[src/rtl/sprite_rom_arbiter.sv]
// sprite_rom_arbiter
//   Round-robin arbiter sharing one synchronous sprite ROM read port between
//   NREQ drawing requesters (HUD bar, slot icons, cursor overlay). Grants are
//   registered, and a one-hot tag pipe matched to the ROM latency routes each
//   returned colour back to the requester that issued the read.
//
// Ports
//   Clk        system clock, all state on the rising edge
//   Reset      synchronous active-high reset
//   req        per-requester read request (bit i = requester i)
//   req_addr   packed request addresses, slice i = req_addr[i*ADDR_W +: ADDR_W]
//   gnt        one-hot registered grant pulse
//   rom_addr   registered address to the ROM read port
//   rom_data   ROM read data
//   rsp_valid  one-hot, rom_data belongs to requester i this cycle
//   rsp_data   combinational copy of rom_data
module sprite_rom_arbiter #(
  parameter int unsigned NREQ    = 3,
  parameter int unsigned ADDR_W  = 11,
  parameter int unsigned DATA_W  = 24,
  parameter int unsigned ROM_LAT = 1
) (
  input  logic                     Clk,
  input  logic                     Reset,
  input  logic [NREQ-1:0]          req,
  input  logic [NREQ*ADDR_W-1:0]   req_addr,
  output logic [NREQ-1:0]          gnt,
  output logic [ADDR_W-1:0]        rom_addr,
  input  logic [DATA_W-1:0]        rom_data,
  output logic [NREQ-1:0]          rsp_valid,
  output logic [DATA_W-1:0]        rsp_data
);

  localparam int unsigned PtrW = (NREQ > 1) ? $clog2(NREQ) : 1;

  logic [PtrW-1:0] ptr;
  logic [PtrW-1:0] win;
  logic [PtrW-1:0] ptr_next;
  logic            found;
  logic [NREQ-1:0] eligible;
  logic [NREQ-1:0] tag_pipe [ROM_LAT];

  // A requester granted this cycle is masked so a held req is not granted twice.
  assign eligible = req & ~gnt;

  // Scan ptr, ptr+1, ... (mod NREQ) and take the first eligible requester.
  always_comb begin
    int unsigned idx;
    found = 1'b0;
    win   = '0;
    idx   = 0;
    for (int unsigned k = 0; k < NREQ; k++) begin
      idx = 32'(ptr) + k;
      if (idx >= NREQ) begin
        idx = idx - NREQ;
      end
      if (!found && eligible[idx[PtrW-1:0]]) begin
        found = 1'b1;
        win   = idx[PtrW-1:0];
      end
    end
  end

  assign ptr_next = (win == PtrW'(NREQ - 1)) ? '0 : win + 1'b1;

  // The gnt register is the issue stage (address presented to the ROM); the
  // tag pipe then delays that one-hot by ROM_LAT to line up with rom_data.
  always_ff @(posedge Clk) begin
    if (Reset) begin
      gnt      <= '0;
      rom_addr <= '0;
      ptr      <= '0;
      for (int unsigned k = 0; k < ROM_LAT; k++) begin
        tag_pipe[k] <= '0;
      end
    end else begin
      if (found) begin
        gnt      <= NREQ'(1) << win;
        rom_addr <= req_addr[win*ADDR_W +: ADDR_W];
        ptr      <= ptr_next;
      end else begin
        gnt <= '0;
      end
      tag_pipe[0] <= gnt;
      for (int unsigned k = 1; k < ROM_LAT; k++) begin
        tag_pipe[k] <= tag_pipe[k-1];
      end
    end
  end

  assign rsp_valid = tag_pipe[ROM_LAT-1];
  assign rsp_data  = rom_data;

endmodule

[config.mk]
export PLATFORM = sky130hd
export DESIGN_NAME = sprite_rom_arbiter
export DESIGN_NICKNAME = d
export VERILOG_FILES = /design/src/rtl/sprite_rom_arbiter.sv
export SDC_FILE = /design/constraint.sdc
export NUM_CORES = 1
export LEC_CHECK = 0
export BUFFER_PORTS_ARGS = -buffer_cell sky130_fd_sc_hd__buf_2
export CELL_PAD_IN_SITES_DETAIL_PLACEMENT = 1
export CELL_PAD_IN_SITES_GLOBAL_PLACEMENT = 2
export CORE_ASPECT_RATIO = 1.5
export CORE_MARGIN = 2
export CORE_UTILIZATION = 22
export CTS_CLUSTER_DIAMETER = 30
export DETAILED_ROUTE_END_ITERATION = 8
export HOLD_SLACK_MARGIN = 0.12
export PLACE_DENSITY = 0.85
export SYNTH_ARGS = -nofsm -noshare
export SYNTH_HDL_FRONTEND = slang
export SYNTH_SLANG_ARGS = --single-unit
export TNS_END_PERCENT = 1
[constraint.sdc]
create_clock -name Clk -period 6.7 [get_ports Clk]
set_clock_uncertainty 0.05 [all_clocks]
set_input_delay 1.34 -clock Clk [delete_from_list [all_inputs] [get_ports Clk]]
set_output_delay 1.34 -clock Clk [all_outputs]
set_load 0.03 [all_outputs]
==> results of run 1 <==
[cell type report]
class | instances | area (sq um) | area share
clock buffers | 4 | 45.04 | 0.02869
repair buffers | 57 | 292.8 | 0.1865
flip-flops and latches | 19 | 380.4 | 0.2422
multi-input cells | 104 | 740.7 | 0.4717
well taps | 74 | 92.59 | 0.05896
inverters | 5 | 18.77 | 0.01195
[sequential cells by signal, summed over array words and instances, names as in the netlist]
name	cells
rom_addr	11
ptr	2
gnt	3
tag_pipe	3
[logic make-up after synthesis]
logic type,synth area share
simple gates,0.2060
flops,0.2771
fa+ha+maj,0.02735
mux,0.08022
buf+inv,0.1832
compound gates,0.2261
[metal layers]
layer,share of wire,vias to the layer above
li1,-,597
met1,0.40,573
met2,0.52,47
met3,0.069,4
met4,0.0099,0
met5,0,-
[cells in the mapped netlist (2+ instances only)]
| library cell | instances | area [sq um] |
|---|---|---|
| buf_4 | 24 | 180.2 |
| dfxtp_1 | 19 | 380.4 |
| nand2_1 | 14 | 52.55 |
| nand2b_1 | 14 | 87.58 |
| a31oi_1 | 13 | 81.33 |
| a22oi_1 | 11 | 82.58 |
| mux2i_1 | 11 | 110.1 |
| a21oi_1 | 6 | 30.03 |
| nor2_1 | 5 | 18.77 |
| buf_2 | 4 | 20.02 |
| inv_1 | 4 | 15.01 |
| ha_1 | 3 | 37.54 |
| nand3b_1 | 3 | 22.52 |
| nor2b_1 | 3 | 18.77 |
| o21ai_0 | 3 | 15.01 |
| a211o_1 | 2 | 17.52 |
| a31oi_4 | 2 | 42.54 |
| clkbuf_1 | 2 | 7.510 |
| nor3b_1 | 2 | 15.01 |
[power breakdown]
part	internal [W]	leakage [nW]	switching (W)	total, W
Clock	0.0000423	0.0228	0.0000394	0.0000817
Combinational	0.000189	0.544	0.000303	0.000492
Sequential	0.000154	0.157	0.0000291	0.000183
Total	0.000386	0.724	0.000371	0.000757
[worst max-delay path: cells and delay by family]
family / cells / cell delay (ns)
AO/OA/AOI/OAI: 3 / 1.21
buffers and inverters: 1 / 0.09
AND/OR/NAND/NOR: 3 / 0.73
[path summary, 6_finish.rpt]
check	endpoint	cells after the start	start
setup / recovery	rom_addr[0]	7	req[2]
hold / removal	ptr[0]	2	ptr[0]
setup reg to reg	rom_addr[0]	8	ptr[0]
hold reg to reg	ptr[0]	2	ptr[0]
[per-stage QoR]
step,setup slack [ns],area (sq um)
after floorplan,3.804,1373
after global placement,3.273,1525
after detailed placement,3.132,1525
after CTS,3.387,1570
after global routing,3.136,1570
final,3.450,1570
==> impl_metrics.tcl, run 1 <==
set metrics [dict create \
    vias_per_cell 4.643 \
    start_util 0.2255 \
    cts_setup_buffers 0 \
    cts_tree "built" \
    synthFlopType "dfxtp_1" \
    ys_seq_elements 19 \
    ir_drop_uv 141.6 \
    finalHoldViolations 0 \
    use_met3 0.02346 \
    busiest_layer "met2" \
    rows 35 \
    cp.arrival_ns 3.39 \
    max-slew-margin-rel 0.2877 \
    antenna_found_initial 0 \
    cp_max_fo 13 \
    antenna_cells 0 \
    grt_pass1_wl_um 5816 \
    holdCritPathClass "reg -> reg" \
    timing.setup.tns_ns 0 \
    met2_usage 0.1908 \
    synth_edf_count 0 \
    utilization 0.2580 \
    nFillCells 732 \
    rsz0062_at_grt "no" \
    worstPathCellList "buf_2 -> nor2b_2 -> nor3b_1 -> nor2_1 -> a21oi_1 -> a22oi_1 -> a31oi_1" \
    cpPeakStageDelay_ns 0.86 \
    drt_iter0_drc 57 \
    power.total_w 0.0007570 \
    yosys_warnings 0 \
    grt_pass1_vias 1252 \
    critPathKind "in -> reg" \
    ctsHoldBuffers 0 \
    wire_per_inst_um 13.09 \
    track_usage 0.1082 \
    cp-end-kind "register" \
    htreeDepth 1 \
    clk_pin_slew_ns 0.08 \
    rrSetupSlack_ns 3.77 \
    ant_nets 0 \
    slew_violations 0 \
    yosysSeqAreaShare 0.2771 \
    cap_violations 0 \
    drive_gt1_frac 0.3598 \
    gp_congestion 0.7230 \
    cts_resized 0 \
    die_area_sq_mm 0.006900 \
    layout_commonest_cell "buf_2" \
    drt-pass1-iter-count 4 \
    ios 103 \
    vias 1221 \
    synthDistinctLibCells 34 \
    worstMarginPinSlew_ns 1.068 \
    syn_area_per_cell_sq_um 8.579 \
    cts_buffers 3 \
    powerDensity_mw_per_mm2 482.1 \
    status "complete, no violations" \
    core_area_sq_mm 0.006087 \
    cts_root_buf "clkbuf_8" \
    fmax_ghz 0.3077 \
    post-route-drc-count 0 \
    finalSetupViolCount 0 \
    cellLeakagePower_nw 0.7238 \
    cp.required_ns 6.84 \
    layout.cells.non_filler 263 \
    worstSkewPairLatency_ns 0.26 \
    dp.cells 259 \
    fp.dieW_um 68.49 \
    holdWs_ns 0.4377 \
    gr-usage-met1 0.1270 \
    grt_max_degree 23 \
    syn_nets 225 \
    port_buffers 54 \
    fp.dieH_um 100.7 \
    routed_wl_um 3442 \
    grt-ovfl-total 0 \
    syn2layout_area_growth_pct 14.40 \
    ys_async_sr_fraction 0 \
    hpwl_um 2667 \
    final_cell_mix "54 x buf_2, 19 x dfxtp_1, 14 x nand2b_1, 14 x nand2_1, 13 x a31oi_1" \
    postSynthCellCount 160 \
    nets 255 \
    ctsLongestPathBuffers 2 \
    layout_min_cycle_time_ns 3.250 \
    cp_slowest_cell "a21oi_1" \
    fin_crit_sh 0.4851 \
    critPathLaunchType "primary input" \
    syn_area_sq_mm 0.001373 \
    cts.sinks 19 \
]
Power figures use the tool's default switching activity.
==> run 2: changes to the inputs <==
- CORE_UTILIZATION: 22 -> 20
- PLACE_DENSITY: 0.85 -> 0.79
- clock period: 6.7 -> 3.25 ns (I/O delays scaled with it)
==> run 2 against run 1 <==
  * Global-route usage decreased by 0.84 points
  * First-iteration DRC count decreased by 11%
  * Core utilization decreased by 2.4 points
  * Combinational power increased by 110%
  * Count of clock-buffer cells in the layout decreased by 1
  * Clock power increased by 100%
  * Cell count increased by 1.9%
  * Wire length increased by 9.7%
  * Cell area increased by 0.88%
  * Die area increased by 9.5%
  * Largest power group unchanged
  * Critical path type is now reg -> reg
  * Sequential share of layout area decreased by 0.21 points
==> impl_metrics.tcl, run 2 (synthesized netlist as in run 1, its figures left out) <==
set metrics [dict create \
    vias_per_cell 4.582 \
    largest_reg_flops 11 \
    powerDensity_mw_per_mm2 998.1 \
    final_cell_mix "54 x buf_2, 19 x dfxtp_1, 14 x nand2b_1, 14 x nand2_1, 13 x a31oi_1" \
    cap_violations 0 \
    layout_commonest_cell "buf_2" \
    cp-end-kind "register" \
    fp.dieW_um 71.64 \
    drt_iter0_drc 51 \
    rows 37 \
    port_buffers 54 \
    cpPeakStageDelay_ns 0.55 \
    fmax_ghz 0.3742 \
    track_usage 0.09986 \
    clk_pin_slew_ns 0.08 \
    post-route-drc-count 0 \
    cp_max_fo 14 \
    grt_pass1_vias 1296 \
    ios 103 \
    wire_per_inst_um 14.09 \
    antenna_found_initial 0 \
    htreeDepth 1 \
    grt-ovfl-total 0 \
    r2r_start "ptr[0]" \
    rsz0062_at_grt "no" \
    core_area_sq_mm 0.006759 \
    ant_nets 0 \
    finalHoldViolations 0 \
    ir_drop_uv 282.6 \
    gp_congestion 0.7283 \
    ctsLongestPathBuffers 2 \
    crit_end "rom_addr[2]" \
    vias 1228 \
    worstSkewPairLatency_ns 0.25 \
    ctsHoldBuffers 0 \
    rr_worst_depth 8 \
    layout_min_cycle_time_ns 2.672 \
    max-slew-margin-rel 0.5686 \
    drive_gt1_frac 0.3684 \
    critPathKind "reg -> reg" \
    holdCritPathClass "reg -> reg" \
    timing.setup.tns_ns 0 \
    grt_pass1_wl_um 6030 \
    rrSetupSlack_ns 0.58 \
    fin_crit_sh 0.8222 \
    die_area_sq_mm 0.007555 \
    cp_slowest_cell "a31oi_4" \
    grt_max_degree 23 \
    routed_wl_um 3776 \
    cts_tree "built" \
    hpwl_um 2880 \
    cellLeakagePower_nw 0.7315 \
    syn2layout_area_growth_pct 15.41 \
    fp.dieH_um 105.5 \
    drt-pass1-iter-count 4 \
    finalSetupViolCount 0 \
    nets 256 \
    worstMarginPinSlew_ns 0.6472 \
    startpoint "ptr[0]" \
    antenna_cells 0 \
    power.total_w 0.001581 \
    largest_register "rom_addr" \
    cts_root_buf "clkbuf_8" \
    slew_violations 0 \
    top_regs "rom_addr: 11 flops, gnt: 3 flops, tag_pipe: 3 flops" \
    cts.sinks 19 \
    worst_r2r_endpoint "rom_addr[2]" \
    cts_setup_buffers 0 \
    cp.required_ns 3.34 \
    critPathLaunchType "register" \
    cts_buffers 3 \
    start_util 0.2031 \
    status "complete, no violations" \
    cts_resized 0 \
    cp.arrival_ns 2.76 \
    worstPathCellList "inv_1 -> ha_1 -> or3b_1 -> a21o_1 -> o211a_4 -> a31oi_4 -> mux2i_1 -> a31oi_1" \
]
[run 2: worst min path at each step]
stage / start / endpoint / slack [ns] / cells past startpoint
3_5_place_dp: ptr[0] / ptr[0] / 0.43 / 2
6_report: ptr[0] / ptr[0] / 0.43 / 2
3_3_place_gp: ptr[0] / ptr[0] / 0.41 / 2
5_1_grt: ptr[0] / ptr[0] / 0.47 / 2
2_1_floorplan: ptr[0] / ptr[0] / 0.39 / 2
4_1_cts: ptr[0] / ptr[0] / 0.44 / 2
[run 2: routing by layer]
metal	wire, um	global-route usage
met1	1379	0.1028
met2	2106	0.1918
met5	0	0
met4	68	0.04582
met3	222	0.01338
[run 2: through the flow]
| step | instances | hold WS (ns) | util | setup slack, ns | cell area (sq um) |
|---|---|---|---|---|---|
| after detailed placement | 264 | 0.4254 | 0.2275 | 0.5514 | 1538 |
| after global routing | 268 | 0.4737 | 0.2344 | 0.3403 | 1584 |
| after floorplan | 160 | 0.3931 | - | 1.044 | 1373 |
| after CTS | 268 | 0.4367 | 0.2344 | 0.5215 | 1584 |
| after global placement | 264 | 0.4138 | 0.2275 | 0.6235 | 1538 |
| final | 268 | 0.4320 | 0.2344 | 0.5779 | 1584 |
[run 2: area by class of cell]
cell class,count,area (sq um)
repair buffers,58,300.3
flip-flops and latches,19,380.4
well taps,78,97.59
clock buffers,3,41.29
inverters,5,18.77
fillers,822,5175
multi-input cells,104,740.7
clock inverters,1,5.005
[run 2: worst max-delay path: cells and delay by family, from the launching register on]
| kind | cells | cell delay (ns) |
|---|---|---|
| fa+ha+maj | 1 | 0.34 |
| buf+inv | 1 | 0.07 |
| simple gates | 1 | 0.46 |
| mux | 1 | 0.28 |
| flops | 1 | 0.35 |
| compound gates | 4 | 1.01 |
[run 2: report_power, final]
group	internal, W	total, W	switching (W)
sequential	0.000318	0.000378	0.0000601
combinational	0.000397	0.00104	0.000639
clock	0.0000852	0.000167	0.0000813
total	0.000800	0.00158	0.000781
